**src/rtl/ofmap_pkg.sv**
```systemverilog
// Shared types and constants for the ofmap writer: FSM states, shift width, saturation bounds.
package ofmap_pkg;

   localparam int unsigned SHIFT_WIDTH    = 4;
   localparam int unsigned DEF_DATA_WIDTH = 8;
   localparam int          SAT_MAX        = (1 << (DEF_DATA_WIDTH - 1)) - 1;
   localparam int          SAT_MIN        = -(1 << (DEF_DATA_WIDTH - 1));

   typedef enum logic [1:0] {
      StIdle,
      StDrain,
      StDone
   } ofmap_state_e;

endpackage

```
**src/rtl/ofmap_requant.sv**
```systemverilog
// Combinational ReLU / optional round-half-up / arithmetic shift / saturate for one element.
// Rounding is compiled in when OFMAP_WR_ROUND_EN is defined.
module ofmap_requant
   import ofmap_pkg::*;
#(
   parameter int unsigned DATA_WIDTH = DEF_DATA_WIDTH
) (
   input  logic [2*DATA_WIDTH-1:0] din,
   input  logic [SHIFT_WIDTH-1:0]  shift,
   input  logic                    relu_en,
   output logic [DATA_WIDTH-1:0]   dout
);

   localparam int unsigned WideW = 2 * DATA_WIDTH + 1;
   localparam logic signed [WideW-1:0] SatHi = WideW'((1 << (DATA_WIDTH - 1)) - 1);
   localparam logic signed [WideW-1:0] SatLo = WideW'(-(1 << (DATA_WIDTH - 1)));

   logic signed [WideW-1:0] v;
   logic signed [WideW-1:0] shifted;

   always_comb begin
      // One extra bit of headroom so the rounding add cannot overflow.
      v = {din[2*DATA_WIDTH-1], din};
      if (relu_en && din[2*DATA_WIDTH-1]) begin
         v = '0;
      end
`ifdef OFMAP_WR_ROUND_EN
      if (shift != '0) begin
         v = v + (WideW'(1) << (shift - 1'b1));
      end
`endif
      shifted = v >>> shift;
      if (shifted > SatHi) begin
         dout = SatHi[DATA_WIDTH-1:0];
      end else if (shifted < SatLo) begin
         dout = SatLo[DATA_WIDTH-1:0];
      end else begin
         dout = shifted[DATA_WIDTH-1:0];
      end
   end

endmodule

```
**src/rtl/ofmap_writer.sv**
```systemverilog
// Captures one PE-array column and drains it element by element into the ofmap buffer.
// Define OFMAP_WR_ROUND_EN to enable round-half-up requantization (see ofmap_requant).
module ofmap_writer
   import ofmap_pkg::*;
#(
   parameter int unsigned X_DIM      = 15,
   parameter int unsigned DATA_WIDTH = 8,
   parameter int unsigned ADDR_WIDTH = 10
) (
   input  logic                                 clk,
   input  logic                                 rst,
   input  logic                                 cap_valid,
   output logic                                 cap_ready,
   input  logic [X_DIM-1:0][2*DATA_WIDTH-1:0]   pe_out,
   input  logic [ADDR_WIDTH-1:0]                base_addr,
   input  logic [SHIFT_WIDTH-1:0]               shift,
   input  logic                                 relu_en,
   output logic                                 buf_wr_en,
   input  logic                                 buf_wr_ready,
   output logic [ADDR_WIDTH-1:0]                buf_wr_addr,
   output logic [DATA_WIDTH-1:0]                buf_wr_data,
   output logic                                 busy,
   output logic                                 done
);

   localparam int unsigned IdxW = (X_DIM > 1) ? $clog2(X_DIM) : 1;
   localparam logic [IdxW-1:0] LastIdx = IdxW'(X_DIM - 1);

   ofmap_state_e                       state_q;
   logic [X_DIM-1:0][2*DATA_WIDTH-1:0] cap_q;
   logic [ADDR_WIDTH-1:0]              base_q;
   logic [SHIFT_WIDTH-1:0]             shift_q;
   logic                               relu_q;
   logic [IdxW-1:0]                    idx_q;
   logic [IdxW-1:0]                    idx_nxt;

   logic [2*DATA_WIDTH-1:0]            rq_din;
   logic [SHIFT_WIDTH-1:0]             rq_shift;
   logic                               rq_relu;
   logic [DATA_WIDTH-1:0]              rq_dout;

   // The requantizer always prepares the element that will be presented next, so the
   // output registers can be loaded on the capture edge and on each accepted beat.
   always_comb begin
      idx_nxt = (idx_q == LastIdx) ? '0 : idx_q + 1'b1;
      if (state_q == StIdle) begin
         rq_din   = pe_out[0];
         rq_shift = shift;
         rq_relu  = relu_en;
      end else begin
         rq_din   = cap_q[idx_nxt];
         rq_shift = shift_q;
         rq_relu  = relu_q;
      end
   end

   ofmap_requant #(
      .DATA_WIDTH (DATA_WIDTH)
   ) u_requant (
      .din     (rq_din),
      .shift   (rq_shift),
      .relu_en (rq_relu),
      .dout    (rq_dout)
   );

   always_ff @(posedge clk or negedge rst) begin
      if (!rst) begin
         state_q     <= StIdle;
         cap_q       <= '0;
         base_q      <= '0;
         shift_q     <= '0;
         relu_q      <= 1'b0;
         idx_q       <= '0;
         cap_ready   <= 1'b1;
         buf_wr_en   <= 1'b0;
         buf_wr_addr <= '0;
         buf_wr_data <= '0;
         busy        <= 1'b0;
         done        <= 1'b0;
      end else begin
         unique case (state_q)
            StIdle: begin
               if (cap_valid && cap_ready) begin
                  cap_q       <= pe_out;
                  base_q      <= base_addr;
                  shift_q     <= shift;
                  relu_q      <= relu_en;
                  idx_q       <= '0;
                  cap_ready   <= 1'b0;
                  buf_wr_en   <= 1'b1;
                  buf_wr_addr <= base_addr;
                  buf_wr_data <= rq_dout;
                  busy        <= 1'b1;
                  state_q     <= StDrain;
               end
            end
            StDrain: begin
               if (buf_wr_ready) begin
                  if (idx_q == LastIdx) begin
                     buf_wr_en <= 1'b0;
                     done      <= 1'b1;
                     state_q   <= StDone;
                  end else begin
                     idx_q       <= idx_nxt;
                     buf_wr_addr <= base_q + ADDR_WIDTH'(idx_nxt);
                     buf_wr_data <= rq_dout;
                  end
               end
            end
            StDone: begin
               done      <= 1'b0;
               busy      <= 1'b0;
               cap_ready <= 1'b1;
               state_q   <= StIdle;
            end
            default: begin
               state_q <= StIdle;
            end
         endcase
      end
   end

endmodule

```
**config.mk**
```make
export PLATFORM = sky130hd
export DESIGN_NAME = ofmap_writer
export DESIGN_NICKNAME = d
export VERILOG_FILES = /design/src/rtl/ofmap_pkg.sv /design/src/rtl/ofmap_requant.sv /design/src/rtl/ofmap_writer.sv
export SDC_FILE = /design/constraint.sdc
export NUM_CORES = 1
export LEC_CHECK = 0
export BUFFER_PORTS_ARGS = -buffer_cell sky130_fd_sc_hd__buf_4
export CELL_PAD_IN_SITES_DETAIL_PLACEMENT = 1
export CELL_PAD_IN_SITES_GLOBAL_PLACEMENT = 1
export CORE_ASPECT_RATIO = 1.4
export CORE_MARGIN = 5
export CORE_UTILIZATION = 44
export DETAILED_ROUTE_END_ITERATION = 10
export PLACE_DENSITY = 0.95
export SETUP_SLACK_MARGIN = 0.1
export SYNTH_ARGS = -nofsm -noshare
export SYNTH_HDL_FRONTEND = slang
export SYNTH_SLANG_ARGS = --single-unit
export TNS_END_PERCENT = 10
```
**constraint.sdc**
```tcl
create_clock -name clk -period 13.88 [get_ports clk]
set_clock_uncertainty 0.05 [all_clocks]
set_input_delay 2.082 -clock clk [delete_from_list [all_inputs] [get_ports clk]]
set_output_delay 2.082 -clock clk [all_outputs]
set_load 0.03 [all_outputs]
```
## Word-level counts from Yosys, hierarchy flattened

Index checks and enable logic that the tools add are counted.

- Add/subtract/negate cells: 2
- Order comparisons: 3
- Equal/unequal tests: 7
- Shifts and indexed selects: 1
- Multiplexer cells: 35
- Reductions and logical operators: 12

Operators by type and width:

| operator | number |
|---|---|
| binary-select mux 16 bit (select 4 bit) | 1 |
| two-way mux 8 bit | 5 |
| two-way mux 16 bit | 2 |
| two-way mux 10 bit | 3 |
| two-way mux 4 bit | 5 |
| case mux 10 bit (2 select lines) | 1 |
| greater-than comparator 17 x 8 -> 1 bit (second input constant) | 1 |
| < comparator 17 x 8 -> 1 bit (second input constant) | 1 |
| two-way mux 17 bit | 1 |
| >>> shifter 17 x 4 -> 17 bit | 1 |
| case mux 8 bit (2 select lines) | 1 |
| adder 10 x 4 -> 10 bit | 1 |
| case mux 1 bit (2 select lines) | 4 |
| case mux 4 bit (2 select lines) | 1 |
| AND reduction 4 bit | 2 |
| two-way mux 1 bit | 7 |
| two-way mux 2 bit | 3 |
| inequality test 2 bit (second input constant) | 3 |
| AND reduction 3 bit | 2 |
| nonzero test 2 bit | 3 |
| < comparator 4 x 5 -> 1 bit (second input constant) | 1 |
| adder 4 x 1 -> 4 bit (second input constant) | 1 |
| equality test 4 bit (second input constant) | 1 |
| case mux 2 bit (2 select lines) | 1 |
| 6 further kinds | 8 |

- Register bits: 283
- Word-level logic and storage cells: 86

## Longest topological paths before layout

Gate-level depths: netlist of run 1.

- Word-level depth: 14
- Mapped depth: 22
- Gate-level depth less buffers: 14

## Modules after synthesis

A second synthesis of run 1 with hierarchy kept.

- Cells, all modules: 1168
- Area total of the unflattened synthesis: 14121.0 um^2

Modules (own cells, without submodules):

| module | times used | cells an instance | area an instance (um^2) | sequential area each (um^2) |
|---|---|---|---|---|
| ofmap_writer | 1 | 1032 | 13247.7 | 7083.0 |
| ofmap_requant | 1 | 136 | 873.3 | 0.0 |

## Least setup slack after synthesis of run 1

No wires, ideal clock.

- Kind: reg2reg
- From: register idx_q[0]
- To: register buf_wr_data[0]
- Library setup time: 67 ps
- Arrival: 4417 ps
- Setup slack: 9346 ps
- Cell stages (with the launch flop): 18
- Path through: dfrtp_1 > buf_4 > inv_1 > buf_2 > buf_2 > buf_1 > ha_1 > clkbuf_1 > nor2b_1 > a22o_1 > a221o_1 > a32oi_1 > o21ai_1 > nor2_1 > a41oi_1 > or4_4 > o41ai_4 > a221o_1

- Longest elaborated chain between the ends: 14
- Elaborated cells on any way between the ends: 19

Ends and longest elaborated chain:

| item | line | RTL |
|---|---|---|
| from (decl) | ofmap_writer.sv:34 | `logic [IdxW-1:0] idx_q;` |
| from (signal assigned) | ofmap_writer.sv:104 | `idx_q <= idx_nxt;` |
| adder 4 x 1 -> 4 bit / equality test 4 bit (equally long branches) | ofmap_writer.sv:45, ofmap_writer.sv:99 |  |
| two-way mux 4 bit | ofmap_writer.sv:45 | `idx_nxt = (idx_q == LastIdx) ? '0 : idx_q + 1'b1;` |
| binary-select mux 16 bit (select 4 bit) | ofmap_writer.sv:51 | `rq_din = cap_q[idx_nxt];` |
| two-way mux 16 bit (implied by the code) | ofmap_writer.sv:51 |  |
| two-way mux 16 bit | ofmap_writer.sv:46 | `if (state_q == StIdle) begin` |
| logical AND 1 bit | ofmap_requant.sv:24 | `if (relu_en && din[2*DATA_WIDTH-1]) begin` |
| two-way mux 17 bit | ofmap_requant.sv:24 |  |
| >>> shifter 17 x 4 -> 17 bit | ofmap_requant.sv:32 | `shifted = v >>> shift;` |
| < comparator 17 x 8 -> 1 bit | ofmap_requant.sv:35 | `end else if (shifted < SatLo) begin` |
| two-way mux 8 bit | ofmap_requant.sv:35 |  |
| two-way mux 8 bit | ofmap_requant.sv:33 | `if (shifted > SatHi) begin` |
| two-way mux 8 bit | ofmap_writer.sv:99 | `if (idx_q == LastIdx) begin` |
| two-way mux 8 bit | ofmap_writer.sv:98 | `if (buf_wr_ready) begin` |
| case mux 8 bit (2 select lines) | ofmap_writer.sv:81 | `unique case (state_q)` |
| to (signal assigned) | ofmap_writer.sv:92 | `buf_wr_data <= rq_dout;` |
| to (signal assigned) | ofmap_writer.sv:106 | `buf_wr_data <= rq_dout;` |
| to (decl) | ofmap_writer.sv:21 | `output logic [DATA_WIDTH-1:0] buf_wr_data,` |

Several ways; a longest one is shown, not always the timed one. The select of a mux whose other input is x is not followed.
A chain may end at the register's enable or synchronous reset.

## Worst setup path after layout of run 1

- From: register idx_q[0]
- To: register buf_wr_data[2]

Same word-level chain as after synthesis.

==> results of run 1 <==
[power breakdown]
| group | total [mW] | switching [mW] | internal [mW] |
|---|---|---|---|
| clock | 0.819 | 0.346 | 0.473 |
| combinational | 2.52 | 1.61 | 0.911 |
| sequential | 1.61 | 0.381 | 1.23 |
| total | 4.95 | 2.34 | 2.61 |
[cell usage after synthesis (all sizes together) (3+ instances only)]
master     n  share of area (%)
buf       35                1.5
mux2i     29                2.0
o32ai      3               0.18
mux2      14                1.1
a22o      11               0.66
a31o       3               0.18
a21o       6               0.31
inv       10               0.28
mux4       9                1.4
ha         5               0.43
a221o     11               0.76
o2bb2ai    5               0.30
or4        3               0.18
a31oi     18               0.82
or3        5               0.22
nor3       9               0.31
o2111ai    3               0.18
nand4      6               0.26
nand3     21               0.72
a22oi     13               0.71
o22ai     21               0.95
nand2b     9               0.39
o211a      3               0.21
nor2      46                1.2
and2      18               0.79
a221oi    11               0.66
dfrtp    282                 49
a222oi     3               0.21
clkbuf    87                2.3
xnor2      3               0.18
nor3b      3               0.16
o211ai    13               0.67
xor2       5               0.30
a211oi    15               0.86
a2111oi    8               0.49
o31ai      5               0.26
nor2b      8               0.35
a32oi      4               0.24
a21oi     41                1.4
o21ai     54                1.9
a311oi     7               0.42
nand2    868                 22
a32o       4               0.28
and3       8               0.35
o21a       4               0.21
[logic make-up (layout without fill, tap and decap cells)]
family	count (synthesis)	in the layout	synth area share (%)
other cells	0	1	0
mux	52	52	4.51
xor+xnor	8	8	0.483
simple gates	1008	1008	27.6
buf+inv	132	357	4.03
flops	283	283	48.8
fa+ha+maj	6	6	0.569
compound gates	281	281	13.9
[stage by stage]
step | hold WS [ns] | power [mW]
finish | 0.426 | 4.95
global route | 0.452 | 5.22
CTS | 0.430 | 4.91
detailed placement | 0.413 | 4.04
global placement | 0.403 | 3.90
floorplan | 0.387 | 3.14
[worst max path at each step]
stage | slack, ns | from | cells after the start | endpoint
after floorplan | 9.35 | idx_q[0]$_DFFE_PN0P_ | 17 | buf_wr_data[0]$_DFFE_PN0P_
after global placement | 8.39 | idx_q[0]$_DFFE_PN0P_ | 14 | buf_wr_data[1]$_DFFE_PN0P_
after detailed placement | 8.13 | idx_q[0]$_DFFE_PN0P_ | 14 | buf_wr_data[5]$_DFFE_PN0P_
after CTS | 8.09 | idx_q[0]$_DFFE_PN0P_ | 14 | buf_wr_data[2]$_DFFE_PN0P_
after global routing | 7.73 | idx_q[0]$_DFFE_PN0P_ | 14 | buf_wr_data[2]$_DFFE_PN0P_
final | 7.94 | idx_q[0]$_DFFE_PN0P_ | 14 | buf_wr_data[2]$_DFFE_PN0P_
[cell type report]
cell class / count / area, µm²
fill: 3880 / 14700
sequential: 283 / 7090
multi-input combinational: 1355 / 6870
timing repair buffer: 295 / 2230
clock buffer: 36 / 781
tap: 440 / 551
clock inverter: 16 / 198
inverter: 10 / 40.0
antenna: 1 / 2.50
[registers in the layout, summed over array words and instances (netlist names)]
| name | cells |
|---|---|
| shift_q | 4 |
| buf_wr_data | 8 |
| cap_q | 240 |
| idx_q | 4 |
| state_q | 2 |
| buf_wr_en | 1 |
| done | 1 |
| busy | 1 |
| buf_wr_addr | 10 |
| base_q | 10 |
| relu_q | 1 |
| cap_ready | 1 |
[worst max-delay path: cells and delay by family (launching register included)]
family / cells / cell delay, ns
and+or+nand+nor: 3 / 0.99
DFF: 1 / 0.73
AOI/OAI and AO/OA: 6 / 1.97
buffers and inverters: 4 / 1.73
adders and majority gates: 1 / 0.37
[layer usage]
layer	global-route usage [%]	part of all wire, %
met3	4.31	6.8
met2	56.4	51
met4	16.0	6.0
met1	36.7	36
met5	0	0
==> results.toml, run 1 <==
[die]
core_um2 = 32500
fp.dieH_um = 225
start_util_pct = 44.6
io_pins = 281
placementRows = 78
die_x_um = 163
die_area_um2 = 36700

[cts]
cts_tree = "yes"
clk_path_buf_depth = 3
cts_resized = 0
numCtsBuffers = 28
postCtsSetupRepairBufs = 0
cts.sinks = 283
htreeDepth = 1
clk_pin_slew_ns = 0.07
insertion_delay_ns = 0.57
cts_hold_buf = 0
root_buffer = "clkbuf_16"

[routing]
drt_pass1_iterations = 8
post_drt_wl_per_cell_um = 24.3
initialDrtViolationCount = 1523
routed_wl_um = 59100
post_drt_via_cell_ratio = 5.91
final_antenna_net_count = 0
via_count = 14407
route.detailed.drc = 0

[worst_setup_path]
critPathKind = "flop to flop"
worstReg2RegEnd = "buf_wr_data[2]$_DFFE_PN0P_"
end_kind = "flop"
crit_arrival_ns = 6.38
cp_slowest_cell = "dfrtp_4"
cp.required_ns = 14.32
crit_fanout = 53
rrSetupSlack_ns = 7.94
cpPeakStageDelay_ns = 0.73
timing.rr.start = "idx_q[0]$_DFFE_PN0P_"
crit_path_start_kind = "flop"
crit_chain = "buf_4 > inv_1 > ha_2 > buf_4 > inv_1 > nor2_4 > a222oi_1 > a2bb2oi_1 > nand3_1 > a22oi_1 > a41oi_1 > or4_4 > o41ai_4 > a221o_1"
r2r_cells = 14

[power_and_ir_drop]
ir_drop_v = 0.000132
p_leak_nw = 9.08
p_per_area_nw_per_um2 = 279

[sta]
fmax_mhz = 168
drv_slew = 0
setup_viol = 0
final_hold_viol_count = 0
period_share_pct = 42.8
slew_headroom_pct = 23.9
grt_setup_unrepaired = "no"
tns_ns = 0
fin_crit_ns = 5.94
layout_setup_ws_ns = 7.94
worst_pin_slew_ns = 1.14

[min_path]
min_path_type = "flop to flop"
whs_path_depth = 2
hold_start = "cap_q[106]$_DFFE_PN0P_"
holdPathEnd = "cap_q[106]$_DFFE_PN0P_"

[synthesis]
synthesis.area_um2 = 14500
syn-num-nets = 2035
synth_edf_count = 0
async_flop_share_pct = 100
ys.flop_type = "dfrtp_1"
ys_ff_latch = 283
synth_cell_types = 78
syn_avg_cell_area_um2 = 8.19
ys_warn_count = 0
synth_cells = 1770
ys_seq_area_share_pct = 48.8

[placed_design]
placedCellCount = 2383
gp_congestion = 0.929
hpwl_um = 42700
dpl_cell_area_um2 = 16800
port_buffers = 280
pre_cts_ws_ns = 8.13

[global_route]
grt.overflow.total = 0
grt_max_degree = 188
grt_antenna_before_repair = 1
grtUsageTotal_pct = 31.5
grt_pass1_wl_um = 90700
grt_pass1_vias = 15714

[finish]
finalInstanceArea_um2 = 17800
area_delta_synth_final_pct = 22.5
final_cell_mix = "868 x nand2_1, 293 x buf_4, 281 x dfrtp_1"
drive_gt1_share_pct = 19.5
stdcell_count = 2436
fin_util_pct = 54.7
nets = 2238
mostFrequentLayoutCell = "nand2_1"

[outcome]
status = "finished clean"

[job]
drv_cap = 0
(Power assumes the default switching activity.)
==> run 2: changes to the inputs <==
--- a/config.mk
+++ b/config.mk
@@ -5,14 +5,15 @@
 export SDC_FILE = /design/constraint.sdc
 export NUM_CORES = 1
 export LEC_CHECK = 0
+export ABC_AREA = 1
 export BUFFER_PORTS_ARGS = -buffer_cell sky130_fd_sc_hd__buf_4
 export CELL_PAD_IN_SITES_DETAIL_PLACEMENT = 1
 export CELL_PAD_IN_SITES_GLOBAL_PLACEMENT = 1
 export CORE_ASPECT_RATIO = 1.4
 export CORE_MARGIN = 5
-export CORE_UTILIZATION = 44
+export CORE_UTILIZATION = 40
 export DETAILED_ROUTE_END_ITERATION = 10
-export PLACE_DENSITY = 0.95
+export PLACE_DENSITY = 0.9
 export SETUP_SLACK_MARGIN = 0.1
 export SYNTH_ARGS = -nofsm -noshare
 export SYNTH_HDL_FRONTEND = slang
==> constraint.sdc (replaced) <==
create_clock -name clk -period 5.7 [get_ports clk]
set_clock_uncertainty 0.05 [all_clocks]
set_input_delay 0.855 -clock clk [delete_from_list [all_inputs] [get_ports clk]]
set_output_delay 0.855 -clock clk [all_outputs]
set_load 0.03 [all_outputs]
==> results.toml, run 2 <==
[routing]
via_count = 14433
drt_pass1_iterations = 5
post_drt_via_cell_ratio = 5.37
post_drt_wl_per_cell_um = 20.2
final_antenna_net_count = 0
initialDrtViolationCount = 991
route.detailed.drc = 0
routed_wl_um = 54100

[sta]
layout_setup_ws_ns = 1.34
grt_setup_unrepaired = "no"
period_share_pct = 76.5
fin_crit_ns = 4.36
drv_slew = 0
final_hold_viol_count = 0
slew_headroom_pct = 32.6
setup_viol = 0
tns_ns = 0
worst_pin_slew_ns = 1.01
fmax_mhz = 229

[synthesis]
synth_edf_count = 0
syn_avg_cell_area_um2 = 7.24
synth_common_cells = "949 x nand2_1, 282 x dfrtp_1, 251 x nand3_1"
post-synth-top-area-cell = "dfrtp_1"
synth_top_area_share_pct = 48.8
async_flop_share_pct = 100
yosys-top-cells-area = "dfrtp_1 49%, nand2_1 25%, nand3_1 8.7%"
ys_warn_count = 0
synth_cell_types = 43
ys_ff_latch = 283
ys.flop_type = "dfrtp_1"
ys_seq_area_share_pct = 49.0
yosysMostFrequentCell = "nand2_1"
syn-num-nets = 2262
synth_cells = 1997
synthesis.area_um2 = 14400

[worst_setup_path]
crit_fanout = 33
crit_path_start_kind = "flop"
end_kind = "flop"
cp.required_ns = 6.09
crit_arrival_ns = 4.76
crit_start = "idx_q[0]$_DFFE_PN0P_"
timing.rr.start = "idx_q[0]$_DFFE_PN0P_"
critPathKind = "flop to flop"

[placed_design]
hpwl_um = 38900
dpl_cell_area_um2 = 16800
pre_cts_ws_ns = 1.35
port_buffers = 280
gp_congestion = 0.855

[cts]
clk_pin_slew_ns = 0.06
cts.sinks = 283
root_buffer = "clkbuf_16"
clk_path_buf_depth = 3
insertion_delay_ns = 0.57
numCtsBuffers = 29
cts_hold_buf = 0
cts_tree = "yes"
cts_resized = 0
htreeDepth = 1
postCtsSetupRepairBufs = 0

[die]
io_pins = 281
die_x_um = 171
fp.dieH_um = 235
core_um2 = 35800
start_util_pct = 40.4
placementRows = 82
die_area_um2 = 40100

[finish]
n_antenna_cell = 0
finalInstanceArea_um2 = 17700
largest_reg_flops = 240
regMostFlops = "cap_q"
mostFrequentLayoutCell = "nand2_1"
drive_gt1_share_pct = 16.6
final_cell_mix = "949 x nand2_1, 292 x buf_4, 282 x dfrtp_1"
reg_top3 = "cap_q (240), base_q (10), buf_wr_addr (10)"
area_delta_synth_final_pct = 22.6
nFillCells = 4486
nets = 2468

[outcome]
status = "finished clean"

[power_and_ir_drop]
p_per_area_nw_per_um2 = 616
p_leak_nw = 9.37
ir_drop_v = 0.000375

[global_route]
grt_max_degree = 202
grt_pass1_wl_um = 85900
top_usage_layer = "met2"
grt_pass1_vias = 15869
grt_antenna_before_repair = 0
grtUsageMet1_pct = 31.5
grtUsageTotal_pct = 26.8
grt.overflow.total = 0
grtUsageMet3_pct = 3.14
grt_use_met2_pct = 46.6

[job]
drv_cap = 0

[min_path]
min_path_type = "primary input to async pin"
==> run 2: changes by cell type after synthesis, sizes merged, moves of 16 or more <==
cell / before / now
o21ai: 54 / 129
and2: 18 / 1
inv: 10 / 102
nor2: 46 / 62
o22ai: 21 / 1
a31oi: 18 / 1
nand3: 21 / 256
nand2: 868 / 952
mux2i: 29 / 0
==> run 2: stage by stage <==
stage | hold slack (ns) | cells | power [mW] | util [%]
6_report | 0.349 | 2686 | 10.9 | 49.5
4_1_cts | 0.393 | 2686 | 11.0 | 49.5
3_5_place_dp | 0.409 | 2634 | 8.94 | 46.8
2_1_floorplan | 0.383 | 1997 | 7.09 | -
3_3_place_gp | 0.400 | 2634 | 8.70 | 46.8
5_1_grt | 0.428 | 2686 | 11.8 | 49.5
==> run 2: worst max-delay path, cell delays in order, from the launching register on <==
cell	delay, ns
dfrtp_1	0.56
clkinv_2	0.11
ha_1	0.22
nand3_2	0.24
buf_4	0.44
nand3_2	0.15
inv_2	0.49
nand2_1	0.11
inv_1	0.08
nand2_1	0.06
nand3_1	0.10
nand3_2	0.12
nand3_2	0.20
inv_2	0.09
nand2_1	0.08
nand3_1	0.13
nand2_1	0.14
nand2_1	0.06
nand2_1	0.10
nand2_1	0.07
nor2_1	0.10
nand3_1	0.13
a21oi_4	0.25
a21oi_1	0.12
==> run 2: path summary, 6_finish.rpt <==
kind                                               to  slack, ns  depth (start not counted)
max                        buf_wr_data[6]$_DFFE_PN0P_       1.34                         23
min reg2reg                    cap_q[142]$_DFFE_PN0P_       0.42                          2
max reg2reg                buf_wr_data[6]$_DFFE_PN0P_       1.34                         23
min                            cap_q[148]$_DFFE_PN0P_       0.35                          1
min in group clk               cap_q[142]$_DFFE_PN0P_       0.42                          2
max in group asynchronous      shift_q[1]$_DFFE_PN0P_       3.91                          2
==> run 2: cell type report <==
class | count | area (µm²) | share of cell area, %
Sequential cell | 283 | 7080 | 40.0
Multi-Input combinational cell | 1489 | 6440 | 36.4
Timing Repair Buffer | 295 | 2250 | 12.7
Clock buffer | 45 | 886 | 5.00
Tap cell | 462 | 578 | 3.26
Inverter | 105 | 403 | 2.27
Clock inverter | 7 | 71.3 | 0.403
==> run 2: report_power, final <==
group	internal (mW)	switching, mW	leakage, nW
clock network	1.11	0.818	0.476
logic	1.81	3.93	5.37
registers	2.80	0.452	3.53
==> run 2: layer usage <==
| metal | part of all wire (%) | up-vias |
|---|---|---|
| li1 | - | 6732 |
| met1 | 38 | 7082 |
| met2 | 51 | 461 |
| met3 | 4.6 | 158 |
| met4 | 6.6 | 0 |
| met5 | 0 | - |
==> run 2: cells by family after synthesis <==
family / synth area share [%]
AND/OR/NAND/NOR: 36.3
flip-flops: 49.0
XOR/XNOR: 0.182
buffers and inverters: 6.49
adder cells (fa/ha/maj): 0.572
AO/OA/AOI/OAI: 7.46
==> run 3: changes to the inputs <==
==> constraint.sdc (replaced) <==
create_clock -name clk -period 4.2 [get_ports clk]
set_clock_uncertainty 0.05 [all_clocks]
set_input_delay 0.63 -clock clk [delete_from_list [all_inputs] [get_ports clk]]
set_output_delay 0.63 -clock clk [all_outputs]
set_load 0.03 [all_outputs]
==> results.toml, run 3 (synthesized netlist as in run 2, its figures left out) <==
[outcome]
status = "finished clean"

[sta]
hold_ws_ns = 0.0788
fin_crit_ns = 3.76
tns_ns = 0
period_share_pct = 89.6
fmax_mhz = 266
drv_slew = 0
setup_viol = 0
worst_pin_slew_ns = 0.874
final_hold_viol_count = 0
slew_headroom_pct = 41.7
grt_setup_unrepaired = "no"

[global_route]
grtUsageTotal_pct = 26.2
grt.overflow.total = 0
grt_pass1_wl_um = 84200
grt_max_degree = 182
grt_antenna_before_repair = 0
grt_pass1_vias = 15857

[finish]
fin_util_pct = 50.1
nets = 2485
drive_gt1_share_pct = 17.6
n_antenna_cell = 0
reg_top3 = "cap_q (240), base_q (10), buf_wr_addr (10)"
largest_reg_flops = 240
regMostFlops = "cap_q"
seqCellArea_um2 = 7080
area_delta_synth_final_pct = 24.2
multi_input_area_um2 = 6440
nFillCells = 4479
mostFrequentLayoutCell = "nand2_1"
final_cell_mix = "949 x nand2_1, 306 x buf_4, 282 x dfrtp_1"
finalInstanceArea_um2 = 18000

[routing]
route.met3.wl_um = 2560
route.detailed.drc = 0
top_layer = "met4"
final_antenna_net_count = 0
post_drt_wl_per_cell_um = 19.8
initialDrtViolationCount = 1100
via_count = 14612
post_drt_via_cell_ratio = 5.40
wl_met1_um = 21000
dr_wl_met2_um = 26800
routed_wl_um = 53500
drt_pass1_iterations = 7

[cts]
clk_path_buf_depth = 3
root_buffer = "clkbuf_16"
clk_pin_slew_ns = 0.07
insertion_delay_ns = 0.57
numCtsBuffers = 29
cts_tree = "yes"
htreeDepth = 1
cts.sinks = 283
cts_hold_buf = 0
postCtsSetupRepairBufs = 0

[placed_design]
hpwl_um = 38300
port_buffers = 280
gp_congestion = 0.910
dpl_cell_area_um2 = 16900

[power_and_ir_drop]
p_leak_nw = 9.49
p_per_area_nw_per_um2 = 841
ir_drop_v = 0.000488

[worst_setup_path]
timing.rr.start = "idx_q[0]$_DFFE_PN0P_"
r2r_cells = 20
rrSetupSlack_ns = 0.44
crit_path_start_kind = "flop"
worstReg2RegEnd = "buf_wr_data[3]$_DFFE_PN0P_"
cpPeakStageDelay_ns = 0.37
cp_slowest_cell = "dfrtp_1"
cp.required_ns = 4.64
path_common_cell = "nand2_1"
crit_chain = "clkinv_2 > ha_1 > nand3_2 > nand2_4 > buf_4 > nor2_2 > inv_1 > o221ai_1 > nand3_1 > nand3_1 > o21ai_0 > nor2_1 > nand2_1 > nand3_1 > nand2_1 > nand2_1 > nand3_1 > nand2_1 > nand2_1 > a21oi_1"
crit_arrival_ns = 4.20
critPathKind = "flop to flop"
end_kind = "flop"
crit_fanout = 36

[die]
die_area_um2 = 40100
die_x_um = 171
placementRows = 82
io_pins = 281
start_util_pct = 40.4
fp.dieH_um = 235
core_um2 = 35800

[min_path]
min_path_type = "primary input to async pin"

[job]
drv_cap = 0
run 3: cell count changes in the layout (fill, tap and decap cells not counted), sizes merged:
cell / change
clkinvlp: +3
buf: +17
bufinv: +4
clkbuf: -11
clkinv: +6
run 3: how the worst max path moves through the flow:
stage                         start  slack (ns)                          to
2_1_floorplan  idx_q[0]$_DFFE_PN0P_        0.49  buf_wr_addr[9]$_DFFE_PN0P_
3_3_place_gp   idx_q[0]$_DFFE_PN0P_        0.63  buf_wr_data[5]$_DFFE_PN0P_
5_1_grt        idx_q[0]$_DFFE_PN0P_        0.10  buf_wr_data[4]$_DFFE_PN0P_
6_report       idx_q[0]$_DFFE_PN0P_        0.44  buf_wr_data[3]$_DFFE_PN0P_
3_5_place_dp   idx_q[0]$_DFFE_PN0P_        0.54  buf_wr_data[6]$_DFFE_PN0P_
4_1_cts        idx_q[0]$_DFFE_PN0P_        0.48  buf_wr_data[6]$_DFFE_PN0P_
run 3: through the flow:
stage	power, mW	setup WS (ns)	instances
6_report	15.1	0.435	2705
5_1_grt	16.3	0.103	2705
4_1_cts	15.1	0.477	2705
3_5_place_dp	12.2	0.537	2651
3_3_place_gp	11.8	0.632	2651
2_1_floorplan	9.62	0.492	1997
run 3: worst max-delay path, delay by kind of cell (launching register included):
family	cells	cell delay [ns]
buffers and inverters	3	0.55
adder cells (fa/ha/maj)	1	0.20
flip-flops	1	0.37
AND/OR/NAND/NOR	13	1.94
AO/OA/AOI/OAI	3	0.55
run 3: final cells by class:
type                    instances  area share (%)
clock buffers                  34            4.37
clock inverters                20            1.42
inverters                     105            2.24
multi-input cells            1489            35.9
flip-flops and latches        283            39.5
well taps                     462            3.22
repair buffers                312            13.4
run 3: per-layer routing:
layer	GRT usage, %	vias to the layer above
li1	-	6768
met1	32.0	7200
met2	45.1	502
met3	2.52	142
met4	14.0	0
met5	0	-
run 3: power by group:
part | total, mW | internal (mW) | switching [mW]
Combinational | 7.89 | 2.55 | 5.34
Clock | 2.82 | 1.65 | 1.17
Sequential | 4.39 | 3.80 | 0.590
Total | 15.1 | 8.00 | 7.10
run 3: repair_timing:
| item | in CTS | in global routing |
|---|---|---|
| gates resized for setup | 0 | 1 |
| setup endpoints to repair | 0 | 3 |
| endpoints found under the hold margin | 0 | 0 |
